## src/rtl/puzzle_pkg.sv

```systemverilog
// Shared types and constants for the sliding-puzzle move controller:
// board geometry, FSM states, direction encoding and neighbour lookup.
package puzzle_pkg;

    localparam int BOARD_DIM = 8;
    localparam int ADDR_W    = 6;
    localparam int TILE_W    = 5;

    typedef enum logic [1:0] {
        DIR_UP    = 2'd0,
        DIR_DOWN  = 2'd1,
        DIR_LEFT  = 2'd2,
        DIR_RIGHT = 2'd3
    } dir_e;

    typedef enum logic [2:0] {
        IDLE     = 3'd0,
        WAIT_VB  = 3'd1,
        READ     = 3'd2,
        CAPTURE  = 3'd3,
        WR_TILE  = 3'd4,
        WR_BLANK = 3'd5,
        DONE     = 3'd6
    } state_e;

    typedef struct packed {
        logic              ok;
        logic [ADDR_W-1:0] addr;
    } nbr_t;

    // Address of the cell the blank moves into; ok=0 when that cell is off the board.
    function automatic nbr_t neighbour(input logic [ADDR_W-1:0] pos, input dir_e dir);
        nbr_t       r;
        logic [2:0] row;
        logic [2:0] col;
        row    = pos[5:3];
        col    = pos[2:0];
        r.ok   = 1'b1;
        r.addr = pos;
        case (dir)
            DIR_UP: begin
                if (row == 3'd0) r.ok = 1'b0;
                else             r.addr = {row - 3'd1, col};
            end
            DIR_DOWN: begin
                if (row == 3'(BOARD_DIM - 1)) r.ok = 1'b0;
                else                          r.addr = {row + 3'd1, col};
            end
            DIR_LEFT: begin
                if (col == 3'd0) r.ok = 1'b0;
                else             r.addr = {row, col - 3'd1};
            end
            default: begin
                if (col == 3'(BOARD_DIM - 1)) r.ok = 1'b0;
                else                          r.addr = {row, col + 3'd1};
            end
        endcase
        return r;
    endfunction

endpackage

```

## src/rtl/puzzle_move_ctrl_btn_edge.sv

```systemverilog
// Button front end: one register stage, rising-edge detect and
// priority encode (up > down > left > right) into a single press.
module btn_edge
    import puzzle_pkg::*;
(
    input  logic       clk_i,
    input  logic       rst_i,
    input  logic [3:0] btn_i,
    output logic       press_o,
    output dir_e       dir_o
);

    logic [3:0] cur_q;
    logic [3:0] prev_q;
    logic [3:0] rise;

    // Loading both stages with the live buttons during reset hides a button held through reset.
    always_ff @(posedge clk_i) begin
        if (rst_i) begin
            cur_q  <= btn_i;
            prev_q <= btn_i;
        end else begin
            cur_q  <= btn_i;
            prev_q <= cur_q;
        end
    end

    assign rise = cur_q & ~prev_q;

    always_comb begin
        press_o = |rise;
        dir_o   = DIR_RIGHT;
        if (rise[3])      dir_o = DIR_UP;
        else if (rise[2]) dir_o = DIR_DOWN;
        else if (rise[1]) dir_o = DIR_LEFT;
    end

endmodule

```

## src/rtl/puzzle_move_ctrl.sv

```systemverilog
// Sliding-puzzle move controller: swaps the blank with a neighbour tile during vblank.
// Define MOVE_COUNT_EN to build the saturating move counter; otherwise moveCount is 0.
module puzzle_move_ctrl
    import puzzle_pkg::*;
#(
    parameter logic [5:0] BLANK_INIT = 6'd63,
    parameter logic [4:0] BLANK_CODE = 5'd0,
    parameter int         CNT_W      = 10
) (
    input  logic             clock,
    input  logic             reset,
    input  logic [3:0]       btn,
    input  logic             vblank,
    output logic             memRE,
    output logic             memWE,
    output logic [5:0]       memRAddr,
    output logic [5:0]       memWAddr,
    output logic [4:0]       memWData,
    input  logic [4:0]       memRData,
    output logic             busy,
    output logic             moveDone,
    output logic             moveReject,
    output logic [CNT_W-1:0] moveCount
);

    state_e            state_q, state_d;
    logic [ADDR_W-1:0] blank_q, blank_d;
    logic [ADDR_W-1:0] nb_q, nb_d;
    logic [TILE_W-1:0] tile_q, tile_d;
    logic              rej_q, rej_d;
    logic              press;
    dir_e              dir;
    nbr_t              nbr;

    btn_edge u_btn_edge (
        .clk_i   (clock),
        .rst_i   (reset),
        .btn_i   (btn),
        .press_o (press),
        .dir_o   (dir)
    );

    assign nbr = neighbour(blank_q, dir);

    always_ff @(posedge clock) begin
        if (reset) begin
            state_q <= IDLE;
            blank_q <= BLANK_INIT;
            rej_q   <= 1'b0;
        end else begin
            state_q <= state_d;
            blank_q <= blank_d;
            rej_q   <= rej_d;
        end
        nb_q   <= nb_d;
        tile_q <= tile_d;
    end

    always_comb begin
        state_d  = state_q;
        blank_d  = blank_q;
        nb_d     = nb_q;
        tile_d   = tile_q;
        rej_d    = 1'b0;
        memRE    = 1'b0;
        memWE    = 1'b0;
        memRAddr = '0;
        memWAddr = '0;
        memWData = '0;
        moveDone = 1'b0;
        case (state_q)
            IDLE: begin
                if (press) begin
                    if (nbr.ok) begin
                        nb_d    = nbr.addr;
                        state_d = WAIT_VB;
                    end else begin
                        rej_d = 1'b1;
                    end
                end
            end
            WAIT_VB: begin
                if (vblank) state_d = READ;
            end
            READ: begin
                memRE    = 1'b1;
                memRAddr = nb_q;
                state_d  = CAPTURE;
            end
            CAPTURE: begin
                tile_d  = memRData;
                state_d = WR_TILE;
            end
            WR_TILE: begin
                memWE    = 1'b1;
                memWAddr = blank_q;
                memWData = tile_q;
                state_d  = WR_BLANK;
            end
            WR_BLANK: begin
                memWE    = 1'b1;
                memWAddr = nb_q;
                memWData = BLANK_CODE;
                blank_d  = nb_q;
                state_d  = DONE;
            end
            DONE: begin
                moveDone = 1'b1;
                state_d  = IDLE;
            end
            default: state_d = IDLE;
        endcase
    end

    assign busy       = (state_q != IDLE);
    assign moveReject = rej_q;

`ifdef MOVE_COUNT_EN
    logic [CNT_W-1:0] cnt_q, cnt_d;

    always_comb begin
        cnt_d = cnt_q;
        if (state_q == DONE && cnt_q != '1) cnt_d = cnt_q + 1'b1;
    end

    always_ff @(posedge clock) begin
        if (reset) cnt_q <= '0;
        else       cnt_q <= cnt_d;
    end

    assign moveCount = cnt_q;
`else
    assign moveCount = '0;
`endif

endmodule

```

## config.mk

```make
export PLATFORM = sky130hd
export DESIGN_NAME = puzzle_move_ctrl
export DESIGN_NICKNAME = d
export VERILOG_FILES = /design/src/rtl/puzzle_pkg.sv /design/src/rtl/puzzle_move_ctrl_btn_edge.sv /design/src/rtl/puzzle_move_ctrl.sv
export SDC_FILE = /design/constraint.sdc
export NUM_CORES = 1
export LEC_CHECK = 0
export CAP_MARGIN = 0
export CORE_MARGIN = 1
export CORE_UTILIZATION = 43
export CTS_BUF_LIST = sky130_fd_sc_hd__clkbuf_16
export DETAILED_ROUTE_END_ITERATION = 12
export HOLD_SLACK_MARGIN = 0.08
export PLACE_DENSITY_LB_ADDON = 0.1
export SLEW_MARGIN = 40
export SYNTH_ARGS = -nofsm -noshare
export SYNTH_HDL_FRONTEND = slang
export SYNTH_SLANG_ARGS = --single-unit
```

## constraint.sdc

```tcl
create_clock -name clock -period 2 [get_ports clock]
set_input_delay 0.4 -clock clock [delete_from_list [all_inputs] [get_ports clock]]
set_output_delay 0.4 -clock clock [all_outputs]
set_load 0.1 [all_outputs]
```

==> impl_metrics.tcl <==
set metrics [dict create \
    hold-worst-slack_ns 0.484 \
    worst-endpoint-arrival_ns 1.94 \
    dominantRegCellSynth "dfxtp_1" \
    numCtsBuffers 5 \
    pin_count 44 \
    hold_class "register to register" \
    slew_headroom_pct 54.7 \
    synth.yosys.seq_area_share_pct 43.5 \
    synth_top_area_share_pct 22.7 \
    post-route-period-util_pct 97.7 \
    drive_gt1_share_pct 37.1 \
    syn2layout_area_growth_pct 50.8 \
    netlist-cell-type-count 42 \
    multi_input_area_um2 853 \
    cell_count_after_synthesis 161 \
    hold_viol_final 0 \
    timing.hold.worst_path_depth 1 \
    fraction_of_registers_with_async_set_reset_pct 0 \
    regArea_um2 697 \
    setup-violations-final 0 \
    worstSetupStartpointType "register" \
    grt.total_usage_pct 21.0 \
    finClkSkew_ns 0.00849 \
    synth.area.top_cells "dfxtp_1 (23%), edfxtp_1 (21%), buf_4 (5.2%), ha_1 (4.7%), mux2i_1 (4.4%)" \
    power-per-cell-area_mw_per_mm2 880 \
    post-route-min-period_ns 1.95 \
    drt_drc_violations_left 0 \
    rr_worst_depth 7 \
    floorplan.die_area_mm2 0.00394 \
    critical_path.max_fanout 6 \
    most-common-layout-cells "buf_12 (21), dfxtp_1 (13), clkdlybuf4s50_1 (11), edfxtp_1 (11), buf_4 (11)" \
    floorplan.die.width_um 62.8 \
    die_height_um 62.8 \
    run_status "completed" \
    fmax_mhz 512 \
    route.detailed.vias_per_inst 5.23 \
    layout.cells.most_common "buf_12" \
    vdd.ir_drop.worst_v 0.000694 \
    place_congestion 0.835 \
    holdBufCountCts 0 \
    report.final.slew_viol_count 0 \
    synth.yosys.warnings 0 \
    start_util_pct 46.1 \
    clk_root_buffer_cell "clkbuf_16" \
    first_pass_grt_wire_length_mm 6.26 \
    timing_worst_setup_path_type "register to register" \
    port_buffers 33 \
    placeableCoreArea_mm2 0.00344 \
    synth.cell_area_mm2 0.00159 \
    syn-mean-instance-area_um2 9.86 \
    synth_largest_area_cell "dfxtp_1" \
    power_leakage_nw 0.995 \
    antenna_cells_inserted 0 \
    worst_skew_pair.late_latency_ns 0.27 \
    place.detailed.hpwl_mm 2.66 \
    drt_pass1_iterations 4 \
    design.final.nets 222 \
    cts_buffer_depth 2 \
    post_drt_wl_per_cell_um 14.2 \
    routed_wl_mm 3.55 \
    h-tree-depth 2 \
    max-cap-violations 0 \
    cts_tree "built" \
    cp-end-kind "register" \
    global_route.overflow_total 0 \
    antenna_violations_before_repair 0 \
    worstMarginPinSlew_ns 0.663 \
    first_iter_violations 57 \
    clk_transition_reported_paths_ns 0.05 \
    setup_total_negative_slack_ns 0 \
    number_of_synthesized_flops_with_an_enable_pin 11 \
    ys_seq_elements 29 \
    fill_cell_instance_count_of_the_final_layout 262 \
    postRouteAntennaNets 0 \
    required_arrival_time_at_the_worst_endpoint_ns 1.99 \
    rsz0062_at_grt "no" \
    pin_count_of_the_biggest_net_entering_global_routing 15 \
    num_vias 1313 \
    numClockSinks 29 \
    first_global_vias 1310 \
    placementRows 21 \
]
-- cells by family (layout without fill, tap and decap cells) --
kind of cell    Yosys count  count (layout)  synth area share, %
other cells               1              10                0.236
compound gates           28              28                 13.4
simple gates             58              58                 19.4
xor+xnor                  2               2                 1.10
mux                      13              13                 8.67
buf+inv                  24              59                 8.98
fa+ha+maj                 6               6                 4.73
flops                    29              29                 43.5
-- area by class of cell --
cell class                      instances  area share [%]
Timing Repair Buffer                   44            26.1
Clock inverter                          3           0.470
Tap cell                               46            2.40
Multi-Input combinational cell        117            35.6
Clock buffer                            5            5.22
Sequential cell                        29            29.1
Inverter                                7            1.10
-- worst max-delay path: stages, from the launching register on --
cell and delay (ns):
dfxtp_2 0.34, inv_2 0.06, ha_2 0.19, nor2b_2 0.16, a211o_1 0.33, a32oi_2 0.27, nor2b_4 0.20, buf_6 0.13
-- worst paths after layout --
path / startpoint / endpoint / slack (ns)
worst max register to register: blank_q[0] / nb_q[5] / 0.05
worst max-delay path: blank_q[0] / nb_q[5] / 0.05
worst min register to register: u_btn_edge.cur_q[0] / u_btn_edge.prev_q[0] / 0.48
worst min-delay path: u_btn_edge.cur_q[0] / u_btn_edge.prev_q[0] / 0.48
-- registers in the layout (all words and copies together), names as in the netlist --
signal,count
blank_q,6
moveReject,1
nb_q,6
state_q,3
tile_q,5
u_btn_edge.cur_q,4
u_btn_edge.prev_q,4
-- report_power, final --
part | switching (mW) | total (mW) | internal (mW)
clock | 0.232 | 0.676 | 0.444
sequential | 0.0413 | 0.698 | 0.656
combinational | 0.476 | 0.734 | 0.258
-- cells in the mapped netlist, types with 3 or more instances --
cell type,count
dfxtp_1,18
nor2_1,16
and2_1,11
buf_4,11
edfxtp_1,11
nand2_1,8
a21oi_1,7
mux2i_1,7
ha_1,6
mux2_2,6
a311o_1,5
inv_1,5
nor2b_1,5
nand3_1,4
buf_2,3
nand2b_1,3
-- what timing repair did --
action                                 4_1_cts  5_1_grt
pin swaps                                    3        2
endpoints found under the hold margin        0        0
buffers inserted                             3        1
gates resized for setup                      4        9
setup endpoints to repair                   21       11
-- per-stage QoR --
step / util [%] / worst slack, ns / total power [mW] / instance area [um2] / cells
after floorplan: - / -0.247 / 1.22 / 1670 / 170
after global placement: 63.8 / 0.0980 / 1.40 / 2200 / 239
after detailed placement: 63.8 / 0.00717 / 1.41 / 2200 / 239
after CTS: 68.8 / 0.0357 / 2.12 / 2370 / 250
after global routing: 69.6 / 0.00213 / 2.19 / 2390 / 251
final: 69.6 / 0.0452 / 2.11 / 2390 / 251
-- layer usage --
metal  vias up  share of wire (%)  global-route usage, %
met5         -                  0                      0
met4         0                2.3                   10.2
met3         8                5.5                   5.11
met2        56                 51                   35.1
met1       614                 41                   25.1
li1        635                  -                      -
Power figures use the tool's default switching activity.
==> RTL edit 1: new RTL, same settings <==
The 7 states of `state_e` get a one-hot encoding in 7 bits.
--- a/src/rtl/puzzle_pkg.sv
+++ b/src/rtl/puzzle_pkg.sv
@@ -13,14 +13,14 @@
         DIR_RIGHT = 2'd3
     } dir_e;
 
-    typedef enum logic [2:0] {
-        IDLE     = 3'd0,
-        WAIT_VB  = 3'd1,
-        READ     = 3'd2,
-        CAPTURE  = 3'd3,
-        WR_TILE  = 3'd4,
-        WR_BLANK = 3'd5,
-        DONE     = 3'd6
+    typedef enum logic [6:0] {
+        IDLE     = 7'b0000001,
+        WAIT_VB  = 7'b0000010,
+        READ     = 7'b0000100,
+        CAPTURE  = 7'b0001000,
+        WR_TILE  = 7'b0010000,
+        WR_BLANK = 7'b0100000,
+        DONE     = 7'b1000000
     } state_e;
 
     typedef struct packed {
Formal check against the unedited RTL: no difference found for any inputs over 10 cycles, from zero or initial values and one cycle with reset high; not proved beyond that.
==> RTL edit 1 against the unedited design <==
The run now ends with setup timing left. Maximum frequency shrank 12%. Cell area grew 14%. Clock skew shrank 0.0054 ns. Routed wire length grew 14%. Area after synthesis grew 7.2%. Register-to-register slack gained 0.07 ns. Sequential cell count grew 4. Count of clock-buffer cells in the layout is the same. Sequential share of layout area shrank 0.76 points. Setup slack lost 0.26 ns. Cell count grew 15%. Critical path type is now reg -> out. Critical endpoint is now memRAddr[0]. Highest routed layer unchanged.
Power is not compared: it rests on default switching activity, and its combinational part moved more than twofold at a synthesized area within 25%.
==> RTL edit 1: results (changes against the unedited design) <==
outcome: finished with violations (was finished clean)
failing checks: setup timing
most used standard cell by instance count after synthesis: nand2_1 (was dfxtp_1)
placed cells: 274 (was 239)
Worst Hold Path Cells: 2 (was 1)
# H-tree levels: 2 (unchanged)
largest net degree at the start of global routing: 14 (was 15)
Seq/Total Area, Yosys: 0.453 (was 0.435)
final wirelength: 4060 um (was 3550 um)
Max Root-Sink Buffers: 2 (unchanged)
DR vias: 1491 (was 1313)
Max stage delay cell, worst path: or3_4 (was dfxtp_2)
fin worst setup slack: -0.215 ns (was 0.0452 ns)
top flop regs: state_q (7), blank_q (6), nb_q (6) (was blank_q (6), nb_q (6), tile_q (5))
fill count: 258 (was 262)
global-route wire length before repair: 6620 um (was 6260 um)
R2R Path End: nb_q[1] (was nb_q[5])
Arrival @ worst endpoint: 1.81 ns (was 1.94 ns)
Peak VDD IR: 622 uV
dpl hpwl: 2880 um (was 2660 um)
vias in the first global route: 1447 (was 1310)
synth cell count leaders: nand2_1, dfxtp_1 (was dfxtp_1, nor2_1, and2_1, buf_4, edfxtp_1)
Mapped Avg Cell Area: 9.25 um2 (was 9.86 um2)
final net count: 257 (was 222)
top post-synthesis cells by area: dfxtp_1, edfxtp_1, nand2_1 (was dfxtp_1, edfxtp_1, buf_4)
slowest stage delay, CP: 0.42 ns (was 0.34 ns)
WL per Instance: 14.1 um (was 14.2 um)
CP max FO: 7 (was 6)
setup violators final: 19 (was 0)
CP delay by family, top: simple AND/OR/NAND/NOR gates (was compound AO/OA/AOI/OAI gates)
register bit total from synthesis: 33 (was 29)
router iterations before antenna repair: 5 (was 4)
Clk Latency, worst-skew pair: 0.28 ns
hold path endpoint: u_btn_edge.prev_q[0] (unchanged)
Total GRT Usage: 0.213 (was 0.210)
R2R Path Start: blank_q[0] (unchanged)
Placed Area: 2430 um2 (was 2200 um2)
gpl congestion: 0.816 (was 0.835)
Register-to-Register Setup Slack: 0.12 ns (was 0.05 ns)
Initial DRC Count: 103 (was 57)
share of layout cells above drive strength 1: 0.421 (was 0.371)
clk_skew: 0.00305 ns (was 0.00849 ns)
clock root buffer: clkbuf_16 (unchanged)
==> RTL edit 1: timing repair <==
action,in CTS,in global routing
endpoints found under the hold margin,0,0
endpoints found under the setup margin,25,26
gates cloned,1,0
setup buffers,3,2
gates resized for setup,21,9
pin swaps,12,5
==> RTL edit 1: worst min-delay path: stages, from the launching register on <==
cell	delay (ns)
dfxtp_1	0.29
inv_1	0.05
o21ai_0	0.06
==> RTL edit 1: logic make-up (layout without fill, tap and decap cells) <==
family	count (synthesis)	count (layout)	synth area share
AND/OR/NAND/NOR	91	91	0.284
flip-flops	33	33	0.453
buffers and inverters	24	71	0.0793
AO/OA/AOI/OAI	21	21	0.0896
adder cells (fa/ha/maj)	7	7	0.0500
multiplexers	4	4	0.0264
XOR/XNOR	3	3	0.0154
other	1	10	0.00220
==> RTL edit 1: routing by layer <==
layer,vias up,share of wire,global-route usage
met5,-,0,0
met4,0,0.026,0.117
met3,11,0.052,0.0511
met2,55,0.51,0.368
met1,712,0.41,0.239
li1,713,-,-
==> RTL edit 1: power groups by stage <==
stage / Clock, mW / Sequential (mW) / Combinational, mW
2_1_floorplan: 0 / 0.767 / 0.225
3_3_place_gp: 0 / 0.748 / 0.320
3_5_place_dp: 0 / 0.749 / 0.325
4_1_cts: 1.00 / 0.736 / 0.342
5_1_grt: 1.03 / 0.739 / 0.372
6_report: 0.985 / 0.737 / 0.352
==> RTL edit 1: how the worst max path moves through the flow <==
stage | from | endpoint | slack (ns) | cells after the start
2_1_floorplan | state_q[0] | memWData[0] | -0.12 | 4
4_1_cts | state_q[6] | memRAddr[0] | -0.20 | 5
3_3_place_gp | blank_q[0] | nb_q[5] | -0.02 | 7
5_1_grt | state_q[6] | memRAddr[4] | -0.28 | 5
3_5_place_dp | state_q[5] | memRAddr[3] | -0.09 | 5
6_report | state_q[6] | memRAddr[0] | -0.21 | 5
==> RTL edit 1: final cells by class <==
type | count | area, um2 | area share
Clock buffer | 5 | 125 | 0.0456
Sequential cell | 33 | 777 | 0.283
Multi-Input combinational cell | 136 | 977 | 0.356
Timing Repair Buffer | 55 | 707 | 0.258
Inverter | 8 | 30.0 | 0.0110
Clock inverter | 3 | 65.1 | 0.0237
Tap cell | 48 | 60.1 | 0.0219
==> RTL edit 1: metrics by stage <==
stage | setup slack [ns] | setup TNS [ns] | hold WS, ns
final | -0.215 | -3.45 | 0.459
after global routing | -0.281 | -4.82 | 0.498
after CTS | -0.205 | -3.35 | 0.457
after detailed placement | -0.0906 | -0.733 | 0.461
after global placement | -0.0247 | -0.160 | 0.445
after floorplan | -0.115 | -1.06 | 0.428
==> RTL edit 2: new RTL, same settings <==
Made on the original files. Build with the macro `MOVE_COUNT_EN` defined.
--- a/src/rtl/puzzle_move_ctrl.sv
+++ b/src/rtl/puzzle_move_ctrl.sv
@@ -1,5 +1,7 @@
 // Sliding-puzzle move controller: swaps the blank with a neighbour tile during vblank.
 // Define MOVE_COUNT_EN to build the saturating move counter; otherwise moveCount is 0.
+`define MOVE_COUNT_EN
+
 module puzzle_move_ctrl
     import puzzle_pkg::*;
 #(
Formal check against the unedited RTL: not equivalent (a bounded check fails within 10 cycles, from zero or initial values and one cycle with reset high).
==> RTL edit 2 against the unedited design <==
Routed wire length increased by 8.4%. Sequential cell count increased by 10. Cell area grew 18%. Setup slack gained 0.054 ns. Cell count up 22%. Critical path depth is 4 lower. Maximum frequency grew 2.8%. Area after synthesis grew 21%. Global-route usage decreased by 2.6 points. Total power rose by 2.8%. Critical endpoint is now memWAddr[0]. Highest routed layer unchanged.
==> RTL edit 2: results (changes against the unedited design) <==
hold_sp: u_btn_edge.cur_q[0] (unchanged)
largest net degree at the start of global routing: 14 (was 15)
Mapped Avg Cell Area: 9.25 um2 (was 9.86 um2)
Register-to-Register Setup Slack: 0.21 ns (was 0.05 ns)
Arrival @ worst endpoint: 1.50 ns (was 1.94 ns)
Ys Warns: 0 (unchanged)
worst-case reg-to-reg path depth: 4 (was 7)
Port Buffers: 43 (was 33)
met2 wire len: 1710 um (was 1810 um)
Post-synth EDFFs: 11 (unchanged)
setup slack at placement: 0.216 ns (was 0.00717 ns)
clk_skew: 0.00540 ns (was 0.00849 ns)
global-route wire length before repair: 6300 um (was 6260 um)
Worst Hold Path Cells: 2 (was 1)
Seq/Total Area, Yosys: 0.465 (was 0.435)
final net count: 274 (was 222)
dpl hpwl: 2860 um (was 2660 um)
Clock group: 0.884 mW (was 0.676 mW)
hold_ws: 0.464 ns (was 0.484 ns)
Initial DRC Count: 79 (was 57)
HP Class: reg -> reg (unchanged)
Tcrit/Tclk final: 0.950 (was 0.977)
area share of fa/ha/maj cells after synthesis: 0.0457 (was 0.0473)
Peak VDD IR: 580 uV (was 694 uV)
R2R Path End: moveCount[7] (was nb_q[5])
crit path launch: state_q[2] (was blank_q[0])
gpl congestion: 0.825 (was 0.835)
DR vias: 1612 (was 1313)
mux contribution to synthesized area: 0.0660 (was 0.0867)
termination of the worst setup path: memWAddr[0] (was nb_q[5])
# H-tree levels: 2 (unchanged)
met2 usage: 0.271 (was 0.351)
GR Util met3: 0.0461 (was 0.0511)
DR vias/cell: 5.27 (was 5.23)
Pleak: 1.17 nW (was 0.995 nW)
outcome: finished clean (unchanged)
Post-Syn Nets: 226
Total GRT Usage: 0.184 (was 0.210)
hold path endpoint: u_btn_edge.prev_q[0] (unchanged)
Placed Area: 2640 um2 (was 2200 um2)
Yosys cell types: 44 (was 42)
P per Cell Area: 764 nW/um2 (was 880 nW/um2)
Largest register FFs: 10
final wirelength: 3850 um (was 3550 um)
vias in the first global route: 1355 (was 1310)
CP max FO: 13 (was 6)
area fraction in compound gates after synthesis: 0.109 (was 0.134)
met1 Resource Use GR: 0.252 (was 0.251)
worst rel slew slack: 0.680 (was 0.547)
WL met3: 218 um (was 197 um)
Psw: 0.574 mW (was 0.749 mW)
wl on met1: 1860 um (was 1460 um)
sequential power share: 0.398 (was 0.331)
synth cell count leaders: dfxtp_1, nor2_1, nand2_1, nand3_1, edfxtp_1 (was dfxtp_1, nor2_1, and2_1, buf_4, edfxtp_1)
Synth Area in XOR/XNOR: 0.0183 (was 0.0110)
Max Root-Sink Buffers: 2 (unchanged)
fill count: 331 (was 262)
top post-synthesis cells by area: dfxtp_1, edfxtp_1, ha_1 (was dfxtp_1, edfxtp_1, buf_4)
placed cells: 297 (was 239)
share of layout cells above drive strength 1: 0.309 (was 0.371)
[RTL edit 2: cell types whose count changed after synthesis, moves of 5 or more]
cell,before,now
nand2_1,8,20
nand3_1,4,16
buf_4,11,0
dfxtp_1,18,28
o21ai_0,2,10
a311o_1,5,0
nor2_1,16,21
[RTL edit 2: final cells by class]
cell class / count / area (um2) / area share
multi-input combinational: 151 / 997 / 0.352
clock inverter: 3 / 43.8 / 0.0155
clock buffer: 5 / 125 / 0.0442
tap: 50 / 62.6 / 0.0221
inverter: 10 / 38.8 / 0.0137
timing repair buffer: 48 / 663 / 0.234
sequential: 39 / 903 / 0.319
[RTL edit 2: worst max-delay path, cell delays in order (launching register included)]
cell and delay, ns:
dfxtp_1 0.58, nand2b_2 0.24, nor2_2 0.21, buf_12 0.19
[RTL edit 2: repair_timing]
action,4_1_cts,5_1_grt
buffers inserted,0,1
gates resized for setup,1,1
setup endpoints to repair,6,10
